$ cat src/rtl/log_ram_uart_dump.sv
// Logger RAM dump over UART: reads words 0..N-1 and sends each word as
// RAM_WIDTH/8 frames (8N1), MSB byte first, with an abortable byte stream.
module log_ram_uart_dump #(
  parameter int unsigned RAM_WIDTH = 32,
  parameter int unsigned RAM_DEPTH = 32768,
  parameter int unsigned BAUD_DIV  = 868,
  localparam int unsigned AW       = $clog2(RAM_DEPTH)
) (
  input  logic                 clk,
  input  logic                 i_reset,
  input  logic                 i_start,
  input  logic [AW:0]          i_num_words,
  input  logic                 i_abort,
  input  logic [RAM_WIDTH-1:0] i_data_ram,
  output logic                 o_en_read,
  output logic [AW-1:0]        o_read_adrs,
  output logic                 o_tx_uart,
  output logic                 o_busy,
  output logic                 o_done
);

  localparam int unsigned NB = RAM_WIDTH / 8;
  localparam int unsigned BW = $clog2(BAUD_DIV + 1);
  localparam int unsigned YW = $clog2(NB + 1);

  localparam logic [AW:0]   DEPTH_CNT = (AW+1)'(RAM_DEPTH);
  localparam logic [BW-1:0] BAUD_LAST = BW'(BAUD_DIV - 1);
  localparam logic [YW-1:0] BYTE_LAST = YW'(NB - 1);
  localparam logic [3:0]    STOP_BIT  = 4'd9;

  typedef enum logic [2:0] {IDLE, FETCH, LATCH, SEND, FINISH} state_t;

  state_t               state, state_n;
  logic [BW-1:0]        baud_cnt, baud_n;
  logic [3:0]           bit_cnt, bit_n;     // 0 = start, 1..8 = data, 9 = stop
  logic [YW-1:0]        byte_cnt, byte_n;
  logic [RAM_WIDTH-1:0] word_sr, sr_n;
  logic [AW-1:0]        word_cnt, cnt_n;
  logic [AW:0]          word_total, total_n;
  logic [AW:0]          clamped, cnt_inc;
  logic [AW-1:0]        adrs_n;
  logic                 en_n, done_n, busy_n, tx_n;
  logic [7:0]           cur_byte;
  logic [2:0]           data_idx;

  // Next-state, counters and the next value of every registered output.
  always_comb begin
    state_n  = state;
    baud_n   = baud_cnt;
    bit_n    = bit_cnt;
    byte_n   = byte_cnt;
    sr_n     = word_sr;
    cnt_n    = word_cnt;
    total_n  = word_total;
    adrs_n   = o_read_adrs;
    en_n     = 1'b0;
    done_n   = 1'b0;
    busy_n   = o_busy;
    tx_n     = 1'b1;
    clamped  = (i_num_words > DEPTH_CNT) ? DEPTH_CNT : i_num_words;
    cnt_inc  = {1'b0, word_cnt} + (AW+1)'(1);

    case (state)
      IDLE: begin
        if (i_start && !o_busy) begin
          total_n = clamped;
          cnt_n   = '0;
          adrs_n  = '0;
          busy_n  = 1'b1;
          if (clamped == '0) begin
            state_n = FINISH;
          end else begin
            state_n = FETCH;
            en_n    = 1'b1;
          end
        end
      end
      FETCH: state_n = i_abort ? FINISH : LATCH;
      LATCH: begin
        sr_n    = i_data_ram;
        byte_n  = '0;
        bit_n   = '0;
        baud_n  = '0;
        state_n = i_abort ? FINISH : SEND;
      end
      SEND: begin
        if (baud_cnt == BAUD_LAST) begin
          baud_n = '0;
          if (bit_cnt == STOP_BIT) begin
            bit_n = '0;
            if (i_abort) begin
              state_n = FINISH;
            end else if (byte_cnt != BYTE_LAST) begin
              byte_n = byte_cnt + YW'(1);
              sr_n   = word_sr << 8;
            end else if (cnt_inc < word_total) begin
              cnt_n   = cnt_inc[AW-1:0];
              adrs_n  = cnt_inc[AW-1:0];
              en_n    = 1'b1;
              state_n = FETCH;
            end else begin
              state_n = FINISH;
            end
          end else begin
            bit_n = bit_cnt + 4'd1;
          end
        end else begin
          baud_n = baud_cnt + BW'(1);
        end
      end
      FINISH: begin
        state_n = IDLE;
        done_n  = 1'b1;
        busy_n  = 1'b0;
      end
      default: state_n = IDLE;
    endcase

    // Line level is derived from the next bit position so the serial output can be a flop.
    cur_byte = sr_n[RAM_WIDTH-1 -: 8];
    data_idx = 3'(bit_n - 4'd1);
    if (state_n == SEND && bit_n != STOP_BIT)
      tx_n = (bit_n == 4'd0) ? 1'b0 : cur_byte[data_idx];
  end

  // State, datapath and output registers; reset forces the line idle at once.
  always_ff @(posedge clk or negedge i_reset) begin
    if (!i_reset) begin
      state       <= IDLE;
      baud_cnt    <= '0;
      bit_cnt     <= '0;
      byte_cnt    <= '0;
      word_sr     <= '0;
      word_cnt    <= '0;
      word_total  <= '0;
      o_read_adrs <= '0;
      o_en_read   <= 1'b0;
      o_done      <= 1'b0;
      o_busy      <= 1'b0;
      o_tx_uart   <= 1'b1;
    end else begin
      state       <= state_n;
      baud_cnt    <= baud_n;
      bit_cnt     <= bit_n;
      byte_cnt    <= byte_n;
      word_sr     <= sr_n;
      word_cnt    <= cnt_n;
      word_total  <= total_n;
      o_read_adrs <= adrs_n;
      o_en_read   <= en_n;
      o_done      <= done_n;
      o_busy      <= busy_n;
      o_tx_uart   <= tx_n;
    end
  end

endmodule

$ cat config.mk
export PLATFORM = sky130hd
export DESIGN_NAME = log_ram_uart_dump
export DESIGN_NICKNAME = d
export VERILOG_FILES = /design/src/rtl/log_ram_uart_dump.sv
export SDC_FILE = /design/constraint.sdc
export NUM_CORES = 1
export LEC_CHECK = 0
export CORE_MARGIN = 8
export CORE_UTILIZATION = 30
export DETAILED_ROUTE_END_ITERATION = 7
export GPL_TIMING_DRIVEN = 1
export PLACE_DENSITY = 0.57
export SYNTH_ARGS = -nofsm -noshare
export SYNTH_HDL_FRONTEND = slang
export SYNTH_SLANG_ARGS = --single-unit
$ cat constraint.sdc
create_clock -name clk -period 3.17 [get_ports clk]
set_clock_uncertainty 0.2 [all_clocks]
set_input_delay 0.634 -clock clk [delete_from_list [all_inputs] [get_ports clk]]
set_output_delay 0.634 -clock clk [all_outputs]
set_load 0.01 [all_outputs]
# ---- Yosys cells after proc, flatten, opt, wreduce, memory -nomap -nowiden
# Cells that the tools add are included.
dict set report op_classes {
  n_addsub 5
  magnitude_cmp 3
  eq_ne 16
  mux 48
  reduce_logical 13
}
# operator count
set op_table {}
lappend op_table {{32-bit two-way mux} 4}
lappend op_table {{15-bit two-way mux} 6}
lappend op_table {{32-bit one-hot mux with 2 select lines} 1}
lappend op_table {{3-bit two-way mux} 13}
lappend op_table {{15-bit one-hot mux with 2 select lines} 1}
lappend op_table {{10-bit one-hot mux with 2 select lines} 1}
lappend op_table {{15-bit by 1-bit adder with 16-bit output (second input constant)} 1}
lappend op_table {{16-bit > comparator (second input constant)} 1}
lappend op_table {{16-bit zero test} 1}
lappend op_table {{16-bit less-than comparator} 1}
lappend op_table {{16-bit two-way mux} 1}
lappend op_table {{2-bit inequality test (second input constant)} 7}
lappend op_table {{1-bit two-way mux} 12}
lappend op_table {{3-bit one-hot mux with 4 select lines} 1}
lappend op_table {{10-bit by 1-bit adder with 10-bit output (second input constant)} 1}
lappend op_table {{10-bit equality test (second input constant)} 1}
lappend op_table {{10-bit two-way mux} 1}
lappend op_table {{3-bit by 2-bit equality test with 1-bit output (second input constant)} 3}
lappend op_table {{4-bit two-way mux} 2}
lappend op_table {{4-bit one-hot mux with 2 select lines} 1}
lappend op_table {{7-bit AND reduction} 1}
lappend op_table {{3-bit one-hot mux with 2 select lines} 1}
lappend op_table {{2-bit nonzero test} 3}
lappend op_table {{5-bit AND reduction} 1}
lappend op_table {{16 further kinds} 19}
dict set report totals {
  register_bits 87
  input_bits 52
  word_cells 97
}

# ---- Depth between registers and ports, before layout
# Gate-level depths: netlist of the first run.
dict set report depth {
  depth_word 11
  depth_mapped 16
  mapped_depth_nobuf 15
}

# ---- Worst setup path after synthesis of the first run
# No wires, ideal clock.
dict set report synth_timing {
  path_type {register to register}
  start {register word_cnt[0]}
  end {register word_cnt[10]}
  arrival_time_ns 3.049
  slack_ns -0.197
  stages_incl_launch_ff 15
  n_path_buf 1
  synth_period_minus_slack_ns 3.367
  path_cell_list {dfrtp_1 -> nand4_1 -> or2_2 -> or3_1 -> or2_2 -> nand2_1 -> ha_1 -> a21o_1 -> a21o_1 -> a21oi_1 -> o21ai_0 -> nand3b_1 -> and2_1 -> clkbuf_1 -> a21o_1}
}
dict set report synth_between {
  elab_chain_cells 7
}
# element line
set synth_rtl {}
lappend synth_rtl {{start: declaration} 38} ;# logic [AW-1:0] word_cnt, cnt_n;
lappend synth_rtl {{start signal: assignment} 147} ;# word_cnt <= cnt_n;
lappend synth_rtl {{15-bit by 1-bit adder with 16-bit output *} 61} ;# cnt_inc = {1'b0, word_cnt} + (AW+1)'(1);
lappend synth_rtl {{branches (longest 6 deep; another with 16-bit less-than comparator)} n/a}
# Mark *: on every way between the ends. The select of a mux whose other input is x is not followed.
# A chain may end at the register's enable or synchronous reset.

# ---- Worst setup path after layout of the first run
dict set report layout_timing {
  start {register word_cnt[1]}
  end {register word_cnt[10]}
}
# The elaborated chain is that of the path after synthesis.

==> results.cfg, run 1 <==
[outcome]
outcome = finished, violations left
violations = negative setup slack

[cts]
clk_pin_slew_ns = 0.07
cts_tree = done
numCtsBuffers = 9
cts_max_level = 3
clk_latency_ns = 0.34
cts_hold_buf = 0
clock_path_buffers = 2
root_buffer = clkbuf_16
cts.sinks = 87

[sta]
setup_ws_ns = -0.0532
min_period_ns = 3.22
slew_headroom = 0.539
slew_violations = 0
tightest_slew_ns = 0.691
setup_viol = 14
period_share = 1.02
timing.hold.ws_ns = 0.124
fmax_mhz = 310
rsz0062_at_grt = yes
hold_viol_final = 0

[critical_path]
cp.arrival_ns = 3.26
crit_required_ns = 3.21
path_max_fanout = 5
criticalPathCategory = register to register
critPathCaptureType = register
cp-start-kind = register

[detailed_routing]
vias_per_cell = 5.19
drc = 0
ant_nets = 0
drt_iter0_markers = 246
finalWirelength_um = 13500
routedWlPerCell_um = 16.6
num_vias = 4209
drt_first_pass_iters = 5

[pwr]
finalPower_w = 0.00374
p_leak_nw = 3.08
power_density_mw_per_mm2 = 580
max-vdd-ir-drop_mv = 0.284

[synth]
synth_cell_type_count = 57
postSynthAreaPerCell_um2 = 9.29
synth-seq-cells = 87
synth_seq_area_share = 0.465
synth_largest_area_cell = dfrtp_1
synth_area_mm2 = 0.00468
synthCells = 504
synth_edf_count = 0
syn-num-nets = 577
ys.flop_type = dfrtp_1
yosysWarningCount = 0
synth_top_cell_area_share = 0.460
synth_common_cells = nand2_1 (95), dfrtp_1 (86), o21ai_0 (38), inv_1 (26), ha_1 (21)
synthTopCellsByArea = dfrtp_1 (46%), nand2_1 (7.6%), ha_1 (5.6%)
synth.most_common_cell = nand2_1
synthArstFlopShare = 1.00

[place]
hpwl_um = 9780
gp_congestion = 0.867
io_buffers = 70
placed_cells = 786

[final_layout]
antennaDiodeCount = 0
fin_cells = 811
area_growth_pct = 37.9
final-seq-area_mm2 = 0.00218
multi_input_area_mm2 = 0.00255
fin_util = 0.424
layout.nets = 692
fill_cells = 1484
drive_above_1_share = 0.181

[die]
die_w_um = 141
die_y_um = 141
initial_core_util = 0.308
rows = 45
coreArea_mm2 = 0.0152
fp.dieArea_mm2 = 0.0199
ios = 71

[grt]
grt_pass1_wl_um = 22300
grt-ovfl-total = 0
antenna_found_initial = 0
grt_pass1_vias = 4401
grt.total_usage = 0.138
grt_max_degree = 53

[run]
cap_violations = 0

[min_path]
hold_class = input port to asynchronous set/reset pin
[layout make-up]
cell class,count,area share
Clock inverter,3,0.00698
Clock buffer,12,0.0366
Tap cell,188,0.0365
Multi-Input combinational cell,372,0.396
Timing Repair Buffer,122,0.170
Inverter,27,0.0159
Sequential cell,87,0.338
[stage by stage]
stage / setup slack, ns / TNS [ns] / area [um^2]
global placement: -0.0372 / -0.356 / 5900
detailed placement: -0.157 / -1.55 / 5900
floorplan: 0.0254 / 0 / 4720
CTS: -0.0865 / -0.802 / 6290
finish: -0.0532 / -0.349 / 6450
global route: -0.185 / -2.39 / 6450
[metal layers]
layer  vias up  share of wire  GRT usage
li1       2049              -          -
met1      2036           0.45      0.169
met2       103           0.47      0.232
met3        21          0.055     0.0324
met4         0          0.020     0.0532
met5         -              0          0
[critical path: stages (launching register included)]
cell and delay (ns):
dfrtp_1 0.40, nand4_1 0.12, or2_4 0.27, or3_4 0.35, or2_4 0.26, nand2_4 0.08
ha_4 0.20, a21o_1 0.20, a21o_1 0.18, a21oi_2 0.14, o21ai_2 0.07, nand3b_1 0.23
and2_4 0.24, a21o_1 0.18
[worst paths after layout]
kind | slack [ns] | cells past startpoint | end | startpoint
worst max-delay path | -0.05 | 13 | word_cnt[10] | word_cnt[1]
worst min-delay path | 0.12 | 1 | word_total[3] | i_reset
worst max register to register | -0.05 | 13 | word_cnt[10] | word_cnt[1]
worst min register to register | 0.27 | 2 | word_sr[22] | word_sr[22]
max in group asynchronous | 1.96 | 2 | word_sr[12] | i_reset
min in group clk | 0.27 | 2 | word_sr[22] | word_sr[22]
[registers in the layout, indices dropped and copies added, names as in the netlist]
signal and cells:
state 3, o_done 1, word_total 16, o_en_read 1, o_tx_uart 1, bit_cnt 4
word_sr 32, word_cnt 15, byte_cnt 3, o_busy 1, baud_cnt 10
[kinds of logic after synthesis]
group                    synth area share
AO/OA/AOI/OAI                       0.199
XOR/XNOR                          0.00936
adder cells (fa/ha/maj)            0.0561
buffers and inverters              0.0377
flip-flops                          0.465
multiplexers                       0.0123
AND/OR/NAND/NOR                     0.220
[placed cells by master, fill, tap and decap left out, types with 3 or more instances in the layout]
cell	count
o21ai_0	34
nand2_2	3
o21ai_1	3
nor4_1	6
a31oi_1	3
ha_4	4
nand2b_1	13
clkbuf_16	9
and2_1	4
clkdlybuf4s50_1	69
ha_1	16
nand4_1	7
nand3_1	14
a22o_1	14
nor2_1	8
or3_1	5
and3_4	3
inv_1	26
o31ai_1	3
nand2b_4	3
nand2_1	91
a21oi_1	13
a221o_1	4
nor3_1	6
nand3b_1	4
a22oi_1	17
dfrtp_1	84
buf_4	50
xnor2_1	3
and3_1	16
buf_6	3
clkbuf_1	3
a21oi_2	4
a21o_1	17
[power by group]
group	total [W]	internal [W]	switching, W
sequential	0.00162	0.00143	0.000194
clock	0.00104	0.000607	0.000431
combinational	0.00109	0.000497	0.000588
total	0.00374	0.00253	0.00121
[what timing repair did]
action,4_1_cts,5_1_grt
pin swaps,21,19
hold endpoints to repair,0,0
buffers inserted,2,6
gates cloned,2,0
gates resized for setup,23,20
endpoints found under the setup margin,17,19
Note: power is estimated with default switching activity, not from simulation.
==> inputs of run 2 (changes only) <==
- CAP_MARGIN: default -> 10
- SETUP_SLACK_MARGIN: default -> 0.4
==> run 2 against run 1 <==
  * Combinational power barely moved
  * Utilization rose by 0.59 points
  * Via count rose by 1.0%
  * The run still ends with negative setup slack left
  * Worst hold slack got worse by 0.031 ns
  * Largest cell class unchanged
  * Routed wire length fell by 1.0%
==> results.cfg, run 2 (synthesis results as in run 1) <==
[outcome]
outcome = finished, violations left
violations = negative setup slack

[detailed_routing]
ant_nets = 0
routedWlPerCell_um = 16.3
drt_iter0_markers = 216
num_vias = 4253
finalWirelength_um = 13300
drt_first_pass_iters = 5
vias_per_cell = 5.21
drc = 0

[grt]
antenna_found_initial = 0
grt-busiest-layer = met2
grtUsageMet2 = 0.213
grt.total_usage = 0.136
use_met3 = 0.0436
grt_max_degree = 44
grt_pass1_wl_um = 22000
grt_pass1_vias = 4403
grt-ovfl-total = 0
use_met1 = 0.172

[critical_path]
r2r_slack_ns = -0.10
crit_path_max_incr_delay_ns = 0.38
crit_required_ns = 3.20
r2r-end = word_cnt[5]
cp_cell_sequence = ha_2 -> nand3_4 -> nor3_4 -> and3_4 -> and3_4 -> nand3_4 -> xnor2_2 -> ha_1 -> a21o_1 -> a21oi_2 -> o21ai_2 -> nand3b_1 -> and2_4 -> a21o_1
crit_buf_inv = 0
r2r_start = word_cnt[1]
cp.arrival_ns = 3.30
cp-start-kind = register
critPathSlowestCell = dfrtp_1
criticalPathCategory = register to register
critPathCaptureType = register
cp.depth = 14
reg2reg_depth = 14
path_max_fanout = 5
crit_family = simple AND/OR/NAND/NOR gates

[pwr]
power_density_mw_per_mm2 = 577
p_switching_w = 0.00122
p_sw_frac = 0.324
p_leak_nw = 3.10
p_clk_frac = 0.288
p_int_w = 0.00255
combPwrFrac = 0.282
seqPwrFrac = 0.430
max-vdd-ir-drop_mv = 0.352

[place]
hpwl_um = 9560
pre_cts_ws_ns = -0.0797
io_buffers = 70
gp_congestion = 0.841

[die]
die_w_um = 141
initial_core_util = 0.308
rows = 45
coreArea_mm2 = 0.0152
fp.dieArea_mm2 = 0.0199
die_y_um = 141
ios = 71

[final_layout]
largest_register = word_sr
drive_above_1_share = 0.205
area_growth_pct = 39.8
layout.nets = 696
antennaDiodeCount = 0
multi_input_area_mm2 = 0.00257
largest_register_ffs = 32
fin_util = 0.430
final-seq-area_mm2 = 0.00218
layout_common_cells = nand2_1 (92), dfrtp_1 (83), clkdlybuf4s50_1 (69)
final_common_cell = nand2_1
fill_cells = 1476
reg_top3 = word_sr (32), word_total (16), word_cnt (15)

[sta]
min_period_ns = 3.27
slew_headroom = 0.607
period_share = 1.03
timing.hold.ws_ns = 0.0933
setup_ws_ns = -0.100
setup_viol = 10
tightest_slew_ns = 0.588
hold_viol_final = 0
fmax_mhz = 306
slew_violations = 0
rsz0062_at_grt = yes

[cts]
cts.sinks = 87
root_buffer = clkbuf_16
numCtsBuffers = 9
clk_pin_slew_ns = 0.06
cts_max_level = 3
clock_path_buffers = 2
clk_latency_ns = 0.35
cts_tree = done

[min_path]
hold_class = input port to asynchronous set/reset pin

[run]
cap_violations = 0
run 2: changes by cell type in the layout (fill, tap and decap cells not counted), sizes merged:
cell	before	now
clkbuf	12	10
buf	53	57
inv	26	27
clkinv	1	3
run 2: final cells by class:
type | count | area share
multi-input cells | 372 | 0.394
flip-flops and latches | 87 | 0.334
repair buffers | 126 | 0.174
clock buffers | 10 | 0.0365
well taps | 188 | 0.0360
inverters | 27 | 0.0157
clock inverters | 6 | 0.0103
run 2: through the flow:
step                      std cells  cell area, um^2  setup TNS [ns]  power, W
after floorplan                 504             4750               0   0.00228
after global placement          779             5870               0   0.00263
after detailed placement        779             5870          -0.689   0.00266
after CTS                       808             6370               0   0.00382
after global routing            816             6540           -2.82   0.00404
final                           816             6540          -0.903   0.00378
run 2: what timing repair did:
action,in CTS,in global routing
cloned,2,0
setup endpoints to repair,19,38
buffers inserted,11,8
hold buffers,0,0
pin swaps,12,19
resized for setup,20,26
run 2: worst reg2reg max path: cells and delay by family (launching register included):
family / cells / cell delay [ns]
adder cells (fa/ha/maj): 2 / 0.55
flip-flops: 1 / 0.38
XOR/XNOR: 1 / 0.16
AND/OR/NAND/NOR: 7 / 1.28
AO/OA/AOI/OAI: 4 / 0.58
run 2: power by group through the flow:
stage	Clock, W	Sequential [W]	Combinational [W]
2_1_floorplan	0	0.00158	0.000701
3_3_place_gp	0	0.00164	0.000993
3_5_place_dp	0	0.00164	0.00102
4_1_cts	0.00112	0.00162	0.00107
5_1_grt	0.00117	0.00166	0.00121
6_report	0.00109	0.00162	0.00106
run 2: how the worst max path moves through the flow:
stage | from | end | slack, ns
5_1_grt | word_cnt[1] | word_cnt[5] | -0.24
3_5_place_dp | word_cnt[1] | word_cnt[5] | -0.08
6_report | word_cnt[1] | word_cnt[5] | -0.10
3_3_place_gp | word_cnt[1] | word_cnt[2] | 0.005
2_1_floorplan | word_cnt[1] | word_cnt[2] | 0.07
4_1_cts | word_cnt[1] | word_cnt[6] | 0.04
run 2: layer usage:
layer | vias to the layer above | share of wire
li1 | 2052 | -
met2 | 115 | 0.46
met4 | 0 | 0.019
met3 | 25 | 0.059
met5 | - | 0
met1 | 2061 | 0.46
